## src/rtl/ct_wb_mailbox.sv

```systemverilog
// Wishbone slave mailbox: 32-bit word FIFO fed over Wishbone, drained over valid/ready.
// Define CT_WB_MAILBOX_OVERFLOW_CNT_EN to add the rejected-push counter at word offset 4.
module ct_wb_mailbox #(
   parameter int unsigned DEPTH = 16,
   parameter int unsigned CW    = $clog2(DEPTH) + 1
) (
   input  logic        clk,
   input  logic        rst,
   input  logic [31:0] wb_adr_i,
   input  logic [31:0] wb_dat_i,
   input  logic [3:0]  wb_sel_i,
   input  logic        wb_we_i,
   input  logic        wb_cyc_i,
   input  logic        wb_stb_i,
   output logic [31:0] wb_dat_o,
   output logic        wb_ack_o,
   output logic        wb_err_o,
   output logic [31:0] out_data,
   output logic        out_valid,
   input  logic        out_ready,
   output logic        irq
);

   localparam int unsigned PW = $clog2(DEPTH);
   localparam logic ST_IDLE = 1'b0;
   localparam logic ST_RESP = 1'b1;

   logic          r_state;
   logic [31:0]   r_mem [DEPTH];
   logic [PW-1:0] r_wptr;
   logic [PW-1:0] r_rptr;
   logic [CW-1:0] r_count;
   logic          r_irq_en;
   logic [CW-1:0] r_thresh;
   logic          r_ack;
   logic          r_err;
   logic [31:0]   r_rdata;
   logic          r_irq;
`ifdef CT_WB_MAILBOX_OVERFLOW_CNT_EN
   logic [15:0]   r_ovf;
`endif

   logic          w_take;
   logic [2:0]    w_off;
   logic          w_empty;
   logic          w_full;
   logic          w_pop;
   logic          w_push;
   logic          w_flush;
   logic          w_ctrl_wr;
   logic          w_thresh_wr;
   logic          w_err;
   logic [31:0]   w_rdata;
   logic [31:0]   w_status;
   logic          w_unused;

   assign w_take   = (r_state == ST_IDLE) & wb_cyc_i & wb_stb_i;
   assign w_off    = wb_adr_i[4:2];
   assign w_empty  = (r_count == '0);
   assign w_full   = (r_count == CW'(DEPTH));
   assign w_pop    = ~w_empty & out_ready;
   assign w_unused = ^{wb_adr_i[31:5], wb_adr_i[1:0]};

   always_comb begin
      w_status           = '0;
      w_status[CW-1:0]   = r_count;
      w_status[16]       = w_empty;
      w_status[17]       = w_full;
   end

   // Decode runs in the accept cycle so reads reflect pre-cycle state.
   always_comb begin
      w_push      = 1'b0;
      w_flush     = 1'b0;
      w_ctrl_wr   = 1'b0;
      w_thresh_wr = 1'b0;
      w_err       = 1'b0;
      w_rdata     = '0;
      if (w_take) begin
         case (w_off)
            3'd0: begin
               if (wb_we_i) begin
                  if ((wb_sel_i != 4'hF) || w_full) w_err = 1'b1;
                  else                              w_push = 1'b1;
               end else if (w_empty) begin
                  w_err = 1'b1;
               end else begin
                  w_rdata = r_mem[r_rptr];
               end
            end
            3'd1: begin
               if (wb_we_i) w_err = 1'b1;
               else         w_rdata = w_status;
            end
            3'd2: begin
               if (wb_we_i) begin
                  w_ctrl_wr = 1'b1;
                  w_flush   = wb_dat_i[1];
               end else begin
                  w_rdata = {31'b0, r_irq_en};
               end
            end
            3'd3: begin
               if (wb_we_i) w_thresh_wr = 1'b1;
               else         w_rdata[CW-1:0] = r_thresh;
            end
`ifdef CT_WB_MAILBOX_OVERFLOW_CNT_EN
            3'd4: begin
               if (!wb_we_i) w_rdata = {16'b0, r_ovf};
            end
`endif
            default: w_err = 1'b1;
         endcase
      end
   end

   always_ff @(posedge clk) begin
      if (rst) begin
         r_state  <= ST_IDLE;
         r_wptr   <= '0;
         r_rptr   <= '0;
         r_count  <= '0;
         r_irq_en <= 1'b0;
         r_thresh <= '0;
         r_ack    <= 1'b0;
         r_err    <= 1'b0;
         r_rdata  <= '0;
         r_irq    <= 1'b0;
      end else begin
         r_state <= w_take ? ST_RESP : ST_IDLE;
         r_ack   <= w_take & ~w_err;
         r_err   <= w_take & w_err;
         r_rdata <= w_rdata;
         r_irq   <= r_irq_en & (r_thresh != '0) & (r_count >= r_thresh);
         if (w_ctrl_wr)   r_irq_en <= wb_dat_i[0];
         if (w_thresh_wr) r_thresh <= wb_dat_i[CW-1:0];
         // Flush overrides a concurrent pop.
         if (w_flush) begin
            r_wptr  <= '0;
            r_rptr  <= '0;
            r_count <= '0;
         end else begin
            if (w_push) r_wptr <= r_wptr + PW'(1);
            if (w_pop)  r_rptr <= r_rptr + PW'(1);
            r_count <= r_count + CW'(w_push) - CW'(w_pop);
         end
      end
   end

   always_ff @(posedge clk) begin
      if (w_push) r_mem[r_wptr] <= wb_dat_i;
   end

`ifdef CT_WB_MAILBOX_OVERFLOW_CNT_EN
   logic w_ovf_inc;
   logic w_ovf_clr;
   assign w_ovf_inc = w_take & wb_we_i & (w_off == 3'd0) & w_err;
   assign w_ovf_clr = w_take & wb_we_i & (w_off == 3'd4);

   always_ff @(posedge clk) begin
      if (rst || w_ovf_clr)                     r_ovf <= '0;
      else if (w_ovf_inc && (r_ovf != 16'hFFFF)) r_ovf <= r_ovf + 16'd1;
   end
`endif

   assign wb_ack_o  = r_ack;
   assign wb_err_o  = r_err;
   assign wb_dat_o  = r_rdata;
   assign out_valid = ~w_empty;
   assign out_data  = w_empty ? '0 : r_mem[r_rptr];
   assign irq       = r_irq;

endmodule

```

## config.mk

```make
export PLATFORM = sky130hd
export DESIGN_NAME = ct_wb_mailbox
export DESIGN_NICKNAME = d
export VERILOG_FILES = /design/src/rtl/ct_wb_mailbox.sv
export SDC_FILE = /design/constraint.sdc
export NUM_CORES = 1
export LEC_CHECK = 0
export ABC_AREA = 1
export BUFFER_PORTS_ARGS = -buffer_cell sky130_fd_sc_hd__buf_4
export CAP_MARGIN = 20
export CORE_MARGIN = 4
export CORE_UTILIZATION = 63
export CTS_BUF_LIST = sky130_fd_sc_hd__clkbuf_8
export DETAILED_ROUTE_END_ITERATION = 10
export PLACE_DENSITY_LB_ADDON = 0.08
export SYNTH_ARGS = -nofsm -noshare
export SYNTH_HDL_FRONTEND = slang
export SYNTH_SLANG_ARGS = --single-unit
export TNS_END_PERCENT = 10
```

## constraint.sdc

```tcl
create_clock -name clk -period 3.95 [get_ports clk]
set_input_delay 0.395 -clock clk [delete_from_list [all_inputs] [get_ports clk]]
set_output_delay 0.395 -clock clk [all_outputs]
set_load 0.01 [all_outputs]
```

==> flow_summary.json <==
{
  "async_reset_ff_share_pct": 0,
  "synth_ff_type": "edfxtp_1",
  "worstPathArrival_ps": 3190,
  "maxCapViolations": 0,
  "drt_iter0_markers": 1890,
  "slew_violations": 0,
  "overflow": 0,
  "vias": 15600,
  "status": "finished, final reports clean",
  "cts-root-buf": "clkbuf_8",
  "drive_gt1_share_pct": 15.0,
  "cts_buffers": 87,
  "nets": 2202,
  "yosys_warnings": 0,
  "yosysMostFrequentCell": "nand2_1",
  "dieWidth_um": 200,
  "finalCritPeriodShare_pct": 90.9,
  "synthMuxAreaShare_pct": 0,
  "vias_per_cell": 5.92,
  "synth_top_cell_area_share_pct": 66.4,
  "syn_to_final_growth_pct": 13.4,
  "syn_area_per_cell_um2": 11.7,
  "cpMaxStageDelayCell": "buf_12",
  "firstDrtPassIters": 7,
  "syn_nets": 2076,
  "final-hold-violation-count": 0,
  "die_h_um": 200,
  "cp_cell_sequence": "buf_12 > nand2_1 > nand3_1 > nand3_1 > nand2_1 > nand2_1 > a21oi_1 > buf_4",
  "vdd_drop_max_v": 0.000438,
  "synthCells": 1985,
  "synth.distinct_cells": 34,
  "skew_ps": 26.3,
  "setup_viol": 0,
  "grt_usage_pct": 27.9,
  "antenna_found_initial": 1,
  "crit_path_frequent_cell": "nand2_1",
  "grt_pass1_vias": 15300,
  "synth_adder_area_share_pct": 0.951,
  "post_drt_wl_per_cell_um": 21.1,
  "required_ps": 3560,
  "gp_congestion": 0.847,
  "cts_max_level": 3,
  "insertion_delay_ps": 640,
  "fin_cells": 2643,
  "hp-class": "primary input to register",
  "cts_sinks": 571,
  "dp_hpwl_um": 29700,
  "finalInstanceArea_mm2": 0.0263,
  "cts_setup_buffers": 0,
  "num_rows": 69,
  "multi_input_area_mm2": 0.00587,
  "dp.cells": 2482,
  "grt_pass1_wl_um": 84800,
  "ys_seq_elements": 571,
  "rsz0062_at_grt": "false",
  "seq_area_frac_synth_pct": 71.5,
  "synth_top_area_cell": "edfxtp_1",
  "cp-start-kind": "register",
  "cp.buffers_inverters": 2,
  "start_util_pct": 64.5,
  "synth_area_leaders": "edfxtp_1 (66%), nand2_1 (11%), nand3_1 (8.7%), dfxtp_1 (5.1%), a21oi_1 (1.2%)",
  "worstSetupEndpointType": "output pin",
  "setup_tns_ps": 0,
  "fillers": 2435,
  "synth-simple-area-share_pct": 20.8,
  "seqCellArea_mm2": 0.0166,
  "syn_area_mm2": 0.0232,
  "synth_compound_area_share_pct": 3.00,
  "synth_xor_area_share_pct": 0.0756,
  "period_needed_ps": 3590,
  "clock_path_buffers": 3,
  "critical_path_class": "register to output pin",
  "worstPathMaxFanout": 224,
  "tightestPinTransition_ps": 1130,
  "ios": 142,
  "p_per_area_mw_per_mm2": 557,
  "core_area_mm2": 0.0359,
  "fmax_mhz": 279,
  "p_leak_uw": 0.00980,
  "fin_util_pct": 73.1,
  "ant_nets": 0,
  "finalWirelength_um": 55800,
  "cts_tree": "done",
  "grt_max_degree": 225,
  "drc": 0,
  "cpPeakStageDelay_ps": 650,
  "io_buffers": 112,
  "max-slew-margin-rel_pct": 24.5,
  "synth_commonest_cells": "nand2_1 (684), edfxtp_1 (512), nand3_1 (404)",
  "synth_top_family_by_area": "simple AND/OR/NAND/NOR gates",
  "crit_family": "buffers and inverters",
  "clk_pin_slew_ps": 60,
  "placed_cell_area_mm2": 0.0245,
  "floorplan.die_area_mm2": 0.0399,
  "synth_edf_count": 512
}
## where the power goes
| group | switching, uW | total [uW] | internal (uW) |
|---|---|---|---|
| Sequential | 74.4 | 6680 | 6610 |
| Clock | 2240 | 4900 | 2660 |
| Combinational | 2040 | 3050 | 1010 |
## flip-flops by register name (all words and copies together), names as in the netlist, named ones only
name      count
r_mem       512
wb_dat_o     32
r_count       5
r_thresh      5
r_rptr        4
r_wptr        4
irq           1
r_irq_en      1
r_state       1
wb_ack_o      1
wb_err_o      1
## worst paths after layout
kind                                   start            to  slack [ps]  depth (start not counted)
worst max register to register    r_count[2]  r_mem[6][13]         880                         12
worst max-delay path                register   out_data[1]         360                          8
worst min register to register      r_irq_en      r_irq_en         480                          2
worst min-delay path            wb_dat_i[20]  r_mem[9][20]          50                          1
## cell type report
class	count	area share, %
Inverter	43	0.653
Sequential cell	571	63.1
Clock buffer	115	6.03
Timing Repair Buffer	151	4.90
Multi-Input combinational cell	1257	22.4
Clock inverter	44	0.781
Tap cell	461	2.20
Antenna cell	1	0.00953
## placed cells by master (no fill, tap or decap), drive strengths merged
cell type      n
a211oi        27
a21oi         57
a22oi          3
a31oi          1
buf          150
bufinv         1
clkbuf       115
clkinv         8
clkinvlp       1
dfxtp         59
diode          1
dlygate4sd3    1
edfxtp       512
fa             1
ha            16
inv           77
nand2        686
nand3        404
nand4          1
nor2          37
nor3           5
nor3b          3
o211ai         1
o21ai          8
o221ai         1
o311ai         1
or2            3
xnor2          1
xor2           1
## metal layers
metal  up-vias  track usage (%)  share of wire [%]
met5         -                0              0.023
met4         2             9.71                2.6
met3       119             5.24                8.8
met2       772             44.4                 47
met1      7529             39.5                 41
li1       7218                -                  -
## through the flow
stage / total power, uW / worst slack (ps) / hold WS (ps)
after floorplan: 8910 / 928 / 443
after global placement: 9760 / 943 / 474
after detailed placement: 9840 / 887 / 477
after CTS: 14700 / 397 / 22.2
after global routing: 15300 / 218 / 35.1
final: 14600 / 360 / 54.1
## what timing repair did
| item | 4_1_cts | 5_1_grt |
|---|---|---|
| endpoints found under the hold margin | 2 | 0 |
| hold buffers | 1 | 0 |
| gates resized for setup | 0 | 0 |
## logic make-up (layout without fill, tap and decap cells)
logic type               Yosys count  count (layout)
AO/OA/AOI/OAI                     99              99
AND/OR/NAND/NOR                 1139            1139
adder cells (fa/ha/maj)           17              17
flip-flops                       571             571
buffers and inverters            157             353
other                              0               1
XOR/XNOR                           2               2
No activity file was read; power rests on OpenSTA's default activity.
